===== config.mk =====
export PLATFORM = sky130hd
export DESIGN_NAME = axi_lite_msg_queue
export DESIGN_NICKNAME = d
export VERILOG_FILES = /design/src/rtl/axi_lite_msg_queue.sv
export SDC_FILE = /design/constraint.sdc
export NUM_CORES = 1
export LEC_CHECK = 0
export CAP_MARGIN = 25
export CORE_UTILIZATION = 55
export DETAILED_ROUTE_END_ITERATION = 7
export PLACE_DENSITY = 0.77
export SYNTH_ARGS = -nofsm -noshare
export SYNTH_HDL_FRONTEND = slang
export SYNTH_SLANG_ARGS = --single-unit

===== constraint.sdc =====
create_clock -name clk_i -period 8.15 [get_ports clk_i]
set_input_delay 0.815 -clock clk_i [delete_from_list [all_inputs] [get_ports clk_i]]
set_output_delay 0.815 -clock clk_i [all_outputs]
set_load 0.01 [all_outputs]

===== src/rtl/axi_lite_msg_queue.sv =====
// axi_lite_msg_queue: AXI4-Lite slave FIFO message queue with a level-threshold interrupt.
// Writers push 32-bit words into DATA and readers pop them in FIFO order.
//
// Register map (addr[3:2]):
//   0x0 DATA   : a write pushes a word, a read pops the head.
//   0x4 STATUS : [0] empty, [1] full, [2] ovf (sticky), [15:8] count.
//   0x8 THRESH : [7:0] interrupt threshold.
//   0xC CTRL   : [1] irq_en; writing [0]=1 flushes the queue.
//
// Ports:
//   clk_i, rst_i               clock, synchronous active-high reset
//   aw*/w*/b* (awaddr_i ..)    AXI-Lite write address/data/response channels
//   ar*/r*    (araddr_i ..)    AXI-Lite read address/data channels
//   irq_o                      registered level interrupt
//
// Optional macro MSGQ_OVERFLOW_IRQ_EN: when defined, irq_o also asserts
// (gated by irq_en) while the sticky overflow flag is set.

module axi_lite_msg_queue #(
    parameter int unsigned Depth     = 8,
    parameter int unsigned AddrWidth = 32,
    parameter int unsigned DataWidth = 32
) (
    input  logic                 clk_i,
    input  logic                 rst_i,
    input  logic [AddrWidth-1:0] awaddr_i,
    input  logic                 awvalid_i,
    output logic                 awready_o,
    input  logic [31:0]          wdata_i,
    input  logic [3:0]           wstrb_i,
    input  logic                 wvalid_i,
    output logic                 wready_o,
    output logic [1:0]           bresp_o,
    output logic                 bvalid_o,
    input  logic                 bready_i,
    input  logic [AddrWidth-1:0] araddr_i,
    input  logic                 arvalid_i,
    output logic                 arready_o,
    output logic [31:0]          rdata_o,
    output logic [1:0]           rresp_o,
    output logic                 rvalid_o,
    input  logic                 rready_i,
    output logic                 irq_o
);

    localparam int unsigned PtrW = $clog2(Depth);
    localparam int unsigned CntW = PtrW + 1;
    localparam logic [CntW-1:0] DepthC = CntW'(Depth);

    localparam logic [1:0] RespOkay   = 2'b00;
    localparam logic [1:0] RespSlvErr = 2'b10;

    if (DataWidth != 32) begin : g_dw_check
        $error("axi_lite_msg_queue: DataWidth must be 32");
    end
    if (Depth < 2 || Depth > 128 || (Depth & (Depth - 1)) != 0) begin : g_depth_check
        $error("axi_lite_msg_queue: Depth must be a power of 2 in 2..128");
    end

    typedef enum logic {
        W_IDLE,
        W_RESP
    } wstate_e;

    typedef enum logic {
        R_IDLE,
        R_RESP
    } rstate_e;

    wstate_e wstate_q, wstate_d;
    rstate_e rstate_q, rstate_d;

    logic [31:0]     mem_q [Depth];
    logic [PtrW-1:0] wr_ptr_q, wr_ptr_d;
    logic [PtrW-1:0] rd_ptr_q, rd_ptr_d;
    logic [CntW-1:0] count_q, count_d;
    logic [7:0]      thresh_q, thresh_d;
    logic            irq_en_q, irq_en_d;
    logic            ovf_q, ovf_d;
    logic            irq_q, irq_d;
    logic [1:0]      bresp_q, bresp_d;
    logic [1:0]      rresp_q, rresp_d;
    logic [31:0]     rdata_q, rdata_d;

    logic        full, empty;
    logic        aw_hs, ar_hs;
    logic        strb_ok;
    logic [1:0]  wr_sel, rd_sel;
    logic        push, pop, ovf_set, flush;
    logic        thr_we, ctrl_we;
    logic [1:0]  wr_resp;
    logic [31:0] rd_val;
    logic [1:0]  rd_resp;
    logic        rd_pop;
    logic [7:0]  cnt8_q, cnt8_d;
    logic        thr_hit;

    // Only addr[3:2] is decoded; the crossbar handles region routing.
    logic unused_addr;
    assign unused_addr = ^{awaddr_i, araddr_i};

    // Full/empty always come from the pre-edge count.
    assign full    = (count_q == DepthC);
    assign empty   = (count_q == '0);
    assign cnt8_q  = 8'(count_q);
    assign strb_ok = (wstrb_i == 4'hF);
    assign wr_sel  = awaddr_i[3:2];
    assign rd_sel  = araddr_i[3:2];

    // ---------------- write channel ----------------
    always_comb begin
        wstate_d = wstate_q;
        aw_hs    = 1'b0;
        bresp_d  = bresp_q;
        unique case (wstate_q)
            W_IDLE: begin
                if (awvalid_i && wvalid_i && !rst_i) begin
                    aw_hs    = 1'b1;
                    bresp_d  = wr_resp;
                    wstate_d = W_RESP;
                end
            end
            W_RESP: begin
                if (bready_i) begin
                    wstate_d = W_IDLE;
                end
            end
            default: wstate_d = W_IDLE;
        endcase
    end

    assign awready_o = aw_hs;
    assign wready_o  = aw_hs;
    assign bvalid_o  = (wstate_q == W_RESP);
    assign bresp_o   = bresp_q;

    always_comb begin
        push    = 1'b0;
        ovf_set = 1'b0;
        thr_we  = 1'b0;
        ctrl_we = 1'b0;
        wr_resp = RespOkay;
        if (!strb_ok) begin
            wr_resp = RespSlvErr;
        end else begin
            unique case (wr_sel)
                2'd0: begin
                    // A full queue drops the push even if a same-cycle pop frees space.
                    if (full) begin
                        wr_resp = RespSlvErr;
                        ovf_set = aw_hs;
                    end else begin
                        push = aw_hs;
                    end
                end
                2'd1: ;
                2'd2: thr_we  = aw_hs;
                2'd3: ctrl_we = aw_hs;
            endcase
        end
    end

    assign flush = ctrl_we & wdata_i[0];

    // ---------------- read channel ----------------
    always_comb begin
        rd_val  = '0;
        rd_resp = RespOkay;
        rd_pop  = 1'b0;
        unique case (rd_sel)
            2'd0: begin
                if (empty) begin
                    rd_resp = RespSlvErr;
                end else begin
                    rd_val = mem_q[rd_ptr_q];
                    rd_pop = 1'b1;
                end
            end
            2'd1: rd_val = {16'h0, cnt8_q, 5'h0, ovf_q, full, empty};
            2'd2: rd_val = {24'h0, thresh_q};
            2'd3: rd_val = {30'h0, irq_en_q, 1'b0};
        endcase
    end

    always_comb begin
        rstate_d = rstate_q;
        ar_hs    = 1'b0;
        rdata_d  = rdata_q;
        rresp_d  = rresp_q;
        unique case (rstate_q)
            R_IDLE: begin
                if (arvalid_i && !rst_i) begin
                    ar_hs    = 1'b1;
                    rdata_d  = rd_val;
                    rresp_d  = rd_resp;
                    rstate_d = R_RESP;
                end
            end
            R_RESP: begin
                if (rready_i) begin
                    rstate_d = R_IDLE;
                end
            end
            default: rstate_d = R_IDLE;
        endcase
    end

    assign pop       = ar_hs & rd_pop;
    assign arready_o = (rstate_q == R_IDLE) && !rst_i;
    assign rvalid_o  = (rstate_q == R_RESP);
    assign rdata_o   = rdata_q;
    assign rresp_o   = rresp_q;

    // ---------------- queue state ----------------
    always_comb begin
        wr_ptr_d = wr_ptr_q;
        rd_ptr_d = rd_ptr_q;
        count_d  = count_q + CntW'(push) - CntW'(pop);
        ovf_d    = ovf_q;
        thresh_d = thresh_q;
        irq_en_d = irq_en_q;
        if (push) begin
            wr_ptr_d = wr_ptr_q + PtrW'(1);
        end
        if (pop) begin
            rd_ptr_d = rd_ptr_q + PtrW'(1);
        end
        if (ovf_set) begin
            ovf_d = 1'b1;
        end
        if (thr_we) begin
            thresh_d = wdata_i[7:0];
        end
        if (ctrl_we) begin
            irq_en_d = wdata_i[1];
        end
        // Flush wins; a same-cycle pop still returns its data.
        if (flush) begin
            wr_ptr_d = '0;
            rd_ptr_d = '0;
            count_d  = '0;
            ovf_d    = 1'b0;
        end
    end

    assign cnt8_d  = 8'(count_d);
    assign thr_hit = (thresh_d != 8'h0) && (cnt8_d >= thresh_d);

`ifdef MSGQ_OVERFLOW_IRQ_EN
    assign irq_d = irq_en_d & (thr_hit | ovf_d);
`else
    assign irq_d = irq_en_d & thr_hit;
`endif

    assign irq_o = irq_q;

    always_ff @(posedge clk_i) begin
        if (push) begin
            mem_q[wr_ptr_q] <= wdata_i;
        end
    end

    always_ff @(posedge clk_i) begin
        if (rst_i) begin
            wstate_q <= W_IDLE;
            rstate_q <= R_IDLE;
            wr_ptr_q <= '0;
            rd_ptr_q <= '0;
            count_q  <= '0;
            thresh_q <= '0;
            irq_en_q <= 1'b0;
            ovf_q    <= 1'b0;
            irq_q    <= 1'b0;
            bresp_q  <= '0;
            rresp_q  <= '0;
            rdata_q  <= '0;
        end else begin
            wstate_q <= wstate_d;
            rstate_q <= rstate_d;
            wr_ptr_q <= wr_ptr_d;
            rd_ptr_q <= rd_ptr_d;
            count_q  <= count_d;
            thresh_q <= thresh_d;
            irq_en_q <= irq_en_d;
            ovf_q    <= ovf_d;
            irq_q    <= irq_d;
            bresp_q  <= bresp_d;
            rresp_q  <= rresp_d;
            rdata_q  <= rdata_d;
        end
    end

endmodule

; After elaboration in Yosys (flattened, before gate mapping)
; Memory sizes are Yosys's and may differ from the RTL's. A register that Yosys moved wholly into a read port is not among the register bits.
; Index checks and enable logic that the tools add are counted.
[op_classes]
eq_ne = 7
addsub = 4
muxes = 34
order_cmp = 1
bitwise_logic = 5
reduce_logical = 13
[ops]
columns = op, n
row1 = case mux 32 bit (4 select lines), 1
row2 = 2-to-1 mux 32 bit, 1
row3 = 2-to-1 mux 1 bit, 21
row4 = 2-to-1 mux 2 bit, 5
row5 = == test 2 bit (second input constant), 4
row6 = == test 4 bit (second input constant), 2
row7 = greater-or-equal comparator 4 x 8 -> 1 bit, 1
row8 = 2-to-1 mux 8 bit, 1
row9 = nonzero test 8 bit, 1
row10 = adder 3 x 1 -> 3 bit (second input constant), 2
row11 = 2-to-1 mux 3 bit, 2
row12 = logical AND 1 bit, 5
row13 = adder 4 x 1 -> 4 bit, 1
row14 = logical NOT 2 bit, 2
row15 = logical NOT 4 bit, 1
row16 = 2-to-1 mux 4 bit, 1
row17 = case mux 1 bit (2 select lines), 2
row18 = AND reduction 2 bit, 2
row19 = subtractor 4 x 1 -> 4 bit, 1
row20 = AND 1 bit, 3
row21 = == test 2 x 1 -> 1 bit (second input constant), 1
row22 = inverter 1 bit, 2
row23 = OR reduction 2 bit, 1
row24 = logical NOT 1 bit, 1
[word_totals]
output_inout_bits = 42
wordCells = 77
reg_bits = 59
mem_bits_rw = 256
mem_count = 1
[mem_list]
columns = memory, words, word_bits, rd, rd_clocked_by_memory_dff, write_ports, line_no
row1 = mem_q, 8, 32, 1, 1, 1, 73  ; logic [31:0] mem_q [Depth];

; Depth between registers and ports, before layout
[depth]
word_depth = 13
mapped_depth = 16

; Least setup slack after synthesis
; Ideal clock, no wire load.
[synth_path]
path_kind = input port to flip-flop
startpoint = input port wstrb_i[2]
endpoint = memory mem_q[0][0] (enable)
setup_time_ns = 0.461
path_stages = 4
arrival_ns = 3.883
path_buffers = 0
path_slack_ns = 3.806
required_ns = 7.689
path_cell_list = nand4_1 > nor4b_4 > nand2b_1 > nor3_1
[synth_between]
elab_chain_len = 4
[synth_lines]
columns = item, line_no
row1 = "start, declared", 30  ; input logic [3:0] wstrb_i,
row2 = == test 4 bit, 106  ; assign strb_ok = (wstrb_i == 4'hF);
row3 = 2-to-1 mux 1 bit, 143  ; if (!strb_ok) begin
row4 = 2-to-1 mux 1 bit, 258  ; if (push) begin
row5 = 2-to-1 mux 1 bit (implied by the code), 259  ; mem_q[wr_ptr_q] <= wdata_i;
row6 = "end, declared", 73
; No other way between the ends.

; Worst setup path after layout
[layout_path]
startpoint = input port rst_i
endpoint = register irq_q (netlist: irq_o)
[layout_rtl]
columns = item, line_no
row1 = "start, declared", 25  ; input logic rst_i,
row2 = logical NOT 1 bit, 192  ; if (arvalid_i && !rst_i) begin
row3 = logical AND 1 bit, 192
row4 = 2-to-1 mux 1 bit, 192
row5 = 2-to-1 mux 1 bit, 190  ; unique case (rstate_q)
row6 = AND 1 bit, 208  ; assign pop = ar_hs & rd_pop;
row7 = via pop, 89  ; logic push, pop, ovf_set, flush;
row8 = subtractor 4 x 1 -> 4 bit, 218  ; count_d = count_q + CntW'(push) - CntW'(pop);
row9 = 2-to-1 mux 4 bit, 238  ; if (flush) begin
row10 = via count_d[1], 76  ; logic [CntW-1:0] count_q, count_d;
row11 = greater-or-equal comparator 4 x 8 -> 1 bit, 247  ; assign thr_hit = (thresh_d != 8'h0) && (cnt8_d >= thresh_d);
row12 = logical AND 1 bit, 247
row13 = AND 1 bit, 252  ; assign irq_d = irq_en_d & thr_hit;
row14 = "end signal, assigned", 286  ; irq_q <= irq_d;
row15 = "end, declared", 80  ; logic irq_q, irq_d;
; The timed path passes the listed nets, and every way through them passes these cells.
; A chain may end at the register's enable or synchronous reset.

==> flow_summary.ini <==
[finish]
final_cell_mix = edfxtp_1, clkdlybuf4s50_1, mux4_2, dfxtp_1, nand2_1
nFillCells = 1349
antenna_cells = 0
nNetsFinal = 873
fin_cells = 1053
multi_input_area_sq_mm = 0.00307
syn_to_final_growth_pct = 18.8
drive_gt1_share_pct = 19.0
seq_area_sq_mm = 0.00890
fin_area_sq_mm = 0.0144
final_common_cell = edfxtp_1

[timing]
finalMaxSlewViolations = 0
slew_headroom_pct = 36.9
final.period_utilization_pct = 53.8
setup_violations = 0
finClkSkew_ns = 0.0111
final.setup.worst_slack_ns = 3.77
finalCriticalPeriod_ns = 4.38
fmax_mhz = 228
hold_viol_final = 0
tightest_slew_ns = 0.942
rsz0062_at_grt = false
fin_tns_setup_ns = 0

[worst_setup_path]
slowest_delay_ns = 0.74
cp-start-kind = primary input
worstSetupEndpointType = flop
critical_path_class = in -> reg
cp_slowest_cell = clkdlybuf4s50_1
path_max_fanout = 16
path_cells = clkdlybuf4s50_1 > nor2_1 > and2_0 > nand2_1 > inv_1 > ha_1 > inv_1 > ha_1 > fa_1 > and2_1 > ha_1 > a21o_1 > a21o_1 > a21oi_1 > nor4b_2
required_ns = 8.58
cp.arrival_ns = 4.81
cp_common_cell = ha_1

[placement]
post-place-ws_ns = 3.25
dp.cells = 993
dpl.hpwl_mm = 12.9
place_area_sq_mm = 0.0133
gp_congestion = 0.804
portBuffers = 86

[pwr]
intPower_mw = 2.59
finalPower_mw = 3.21
cellLeakagePower_nw = 4.54
switching_share_pct = 19.2
p_sw_uw = 617
ir_worst_vdd_mv = 0.215
cellPowerDensity_mw_per_mm2 = 223
pwr-share-seq_pct = 54.4
combPwrFrac_pct = 2.3
p_clk_share_pct = 43.2

[die]
core_sq_mm = 0.0213
start_util_pct = 56.8
io_pins = 149
dieWidth_microns = 150
dieArea_sq_mm = 0.0226
rows = 53
die_h_microns = 150

[routing]
wirelength_mm = 23.3
first_pass_iters = 4
num_vias = 6155
routed_via_density = 5.85
drc = 0
ant_nets = 0
wl_per_cell_microns = 22.1
drt-initial-drc-count = 360

[synth]
synth_fa_ha_area_share_pct = 1.41
syn_avg_cell_area_sq_um = 18.6
synth_xor_area_share_pct = 0.435
synth_top_family_by_area = multiplexers
synth_cells = 651
yosysWarnings = 0
synth_compound_area_share_pct = 2.92
ys_seq_area_share_pct = 73.5
synthSimpleGateAreaFrac_pct = 4.68
synth-seq-cells = 316
ys_top_cells_by_area = edfxtp_1, mux4_2, dfxtp_1
synth_top_cell_by_area = edfxtp_1
ys_types = 42
synthesis.area_sq_mm = 0.0121
yosysTopAreaCellShare_pct = 63.6
synthMuxAreaShare_pct = 15.4

[clock_tree]
postCtsSetupBuffers = 0
cts_tree = built
clkSlewWorstSetupHoldPaths_ns = 0.06
cts_made_buffers = 31
cts.repair.resized = 0
clock_tree.buffer_depth = 3
clock_latency_ns = 0.55
htree_levels = 1
cts.hold.buffers_added = 0
clock_sinks = 316
root_buffer = clkbuf_16

[grt]
grt_pass1_vias = 6413
antenna_found_initial = 0
grt_max_degree = 65
grt-busiest-layer = met2
use_met1_pct = 27.6
grt_pass1_wl_mm = 35.7
grt.overflow.total = 0
use_met2_pct = 37.7
grtUsageTotal_pct = 21.6
met3_usage_pct = 3.30

[worst_hold_path]
hp-class = reg -> reg

[run]
max_cap_viol_count = 0

[run_status]
status = finished clean
-- registers in the layout, indices dropped and copies added, names as in the netlist, named ones only --
register	count
rvalid_o	1
wr_ptr_q	3
ovf_q	1
bvalid_o	1
irq_o	1
mem_q	256
rd_ptr_q	3
irq_en_q	1
rresp_o	1
thresh_q	8
rdata_o	32
bresp_o	1
count_q	4
-- cells in the mapped netlist --
| cell type | number |
|---|---|
| a221oi_1 | 3 |
| nor4_1 | 2 |
| buf_2 | 14 |
| xnor2_1 | 4 |
| buf_4 | 5 |
| a211oi_1 | 1 |
| or4_1 | 2 |
| nor4b_2 | 1 |
| o21ai_0 | 30 |
| nand2_1 | 39 |
| nor4b_4 | 2 |
| inv_2 | 1 |
| ha_1 | 12 |
| buf_6 | 1 |
| nor2b_1 | 2 |
| a31oi_1 | 10 |
| a21o_1 | 3 |
| a21oi_1 | 12 |
| mux2_2 | 4 |
| and2_1 | 3 |
| nor3b_1 | 2 |
| inv_1 | 8 |
| nand3_1 | 1 |
| xor2_1 | 2 |
| and3_1 | 11 |
| nand4_1 | 1 |
| dfxtp_1 | 60 |
| fa_1 | 1 |
| mux4_2 | 64 |
| nor3_2 | 1 |
| clkbuf_1 | 11 |
| o22ai_1 | 1 |
| nor3_1 | 5 |
| nand2b_1 | 4 |
| conb_1 | 1 |
| edfxtp_1 | 256 |
| nand4bb_4 | 1 |
| a31o_2 | 1 |
| nor2_1 | 29 |
| o21ai_2 | 1 |
| mux2i_1 | 38 |
| and2_0 | 1 |
-- per-layer routing --
layer / part of all wire [%] / vias to the layer above / wire, microns
met5: 0 / - / 0
met3: 4.7 / 47 / 1100
li1: - / 2789 / -
met2: 51 / 182 / 12000
met4: 2.6 / 0 / 609
met1: 41 / 3137 / 9640
-- worst max-delay path: cells and delay by family --
| family | cells | cell delay [ns] |
|---|---|---|
| buffers and inverters | 3 | 0.96 |
| AO/OA/AOI/OAI | 3 | 0.53 |
| adder cells (fa/ha/maj) | 4 | 1.14 |
| AND/OR/NAND/NOR | 5 | 1.35 |
-- metrics by stage --
stage | util [%] | hold WS, ns
global route | 67.5 | 0.483
finish | 67.5 | 0.452
floorplan | - | 0.437
global placement | 62.4 | 0.441
detailed placement | 62.5 | 0.444
CTS | 67.3 | 0.458
-- layout make-up --
type	instances	share of cell area, %
flip-flops and latches	316	61.9
well taps	275	2.39
multi-input cells	296	21.4
clock inverters	12	0.888
inverters	9	0.235
clock buffers	46	6.14
repair buffers	99	7.07
-- kinds of logic (layout without fill, tap and decap cells) --
family | count (synthesis) | in the layout
flip-flops | 316 | 316
other | 1 | 2
AO/OA/AOI/OAI | 62 | 62
adder cells (fa/ha/maj) | 13 | 13
AND/OR/NAND/NOR | 107 | 107
XOR/XNOR | 6 | 6
buffers and inverters | 40 | 166
multiplexers | 106 | 106
-- power groups by stage --
stage / Sequential (mW) / Clock (mW) / Combinational (mW)
after global placement: 1.78 / 0 / 0.0680
after global routing: 1.75 / 1.48 / 0.0803
final: 1.75 / 1.39 / 0.0742
after floorplan: 1.78 / 0 / 0.0185
after detailed placement: 1.78 / 0 / 0.0715
after CTS: 1.75 / 1.42 / 0.0723
-- final timing paths --
check	start	endpoint	slack, ns	depth (start not counted)
max reg2reg	count_q[2]$_SDFF_PP0_	irq_o$_SDFF_PP0_	4.56	15
min	rdata_o[24]$_SDFFE_PP0P_	rdata_o[24]$_SDFFE_PP0P_	0.45	2
max	rst_i	irq_o$_SDFF_PP0_	3.77	15
min reg2reg	rdata_o[24]$_SDFFE_PP0P_	rdata_o[24]$_SDFFE_PP0P_	0.45	2
(Power assumes the default switching activity.)
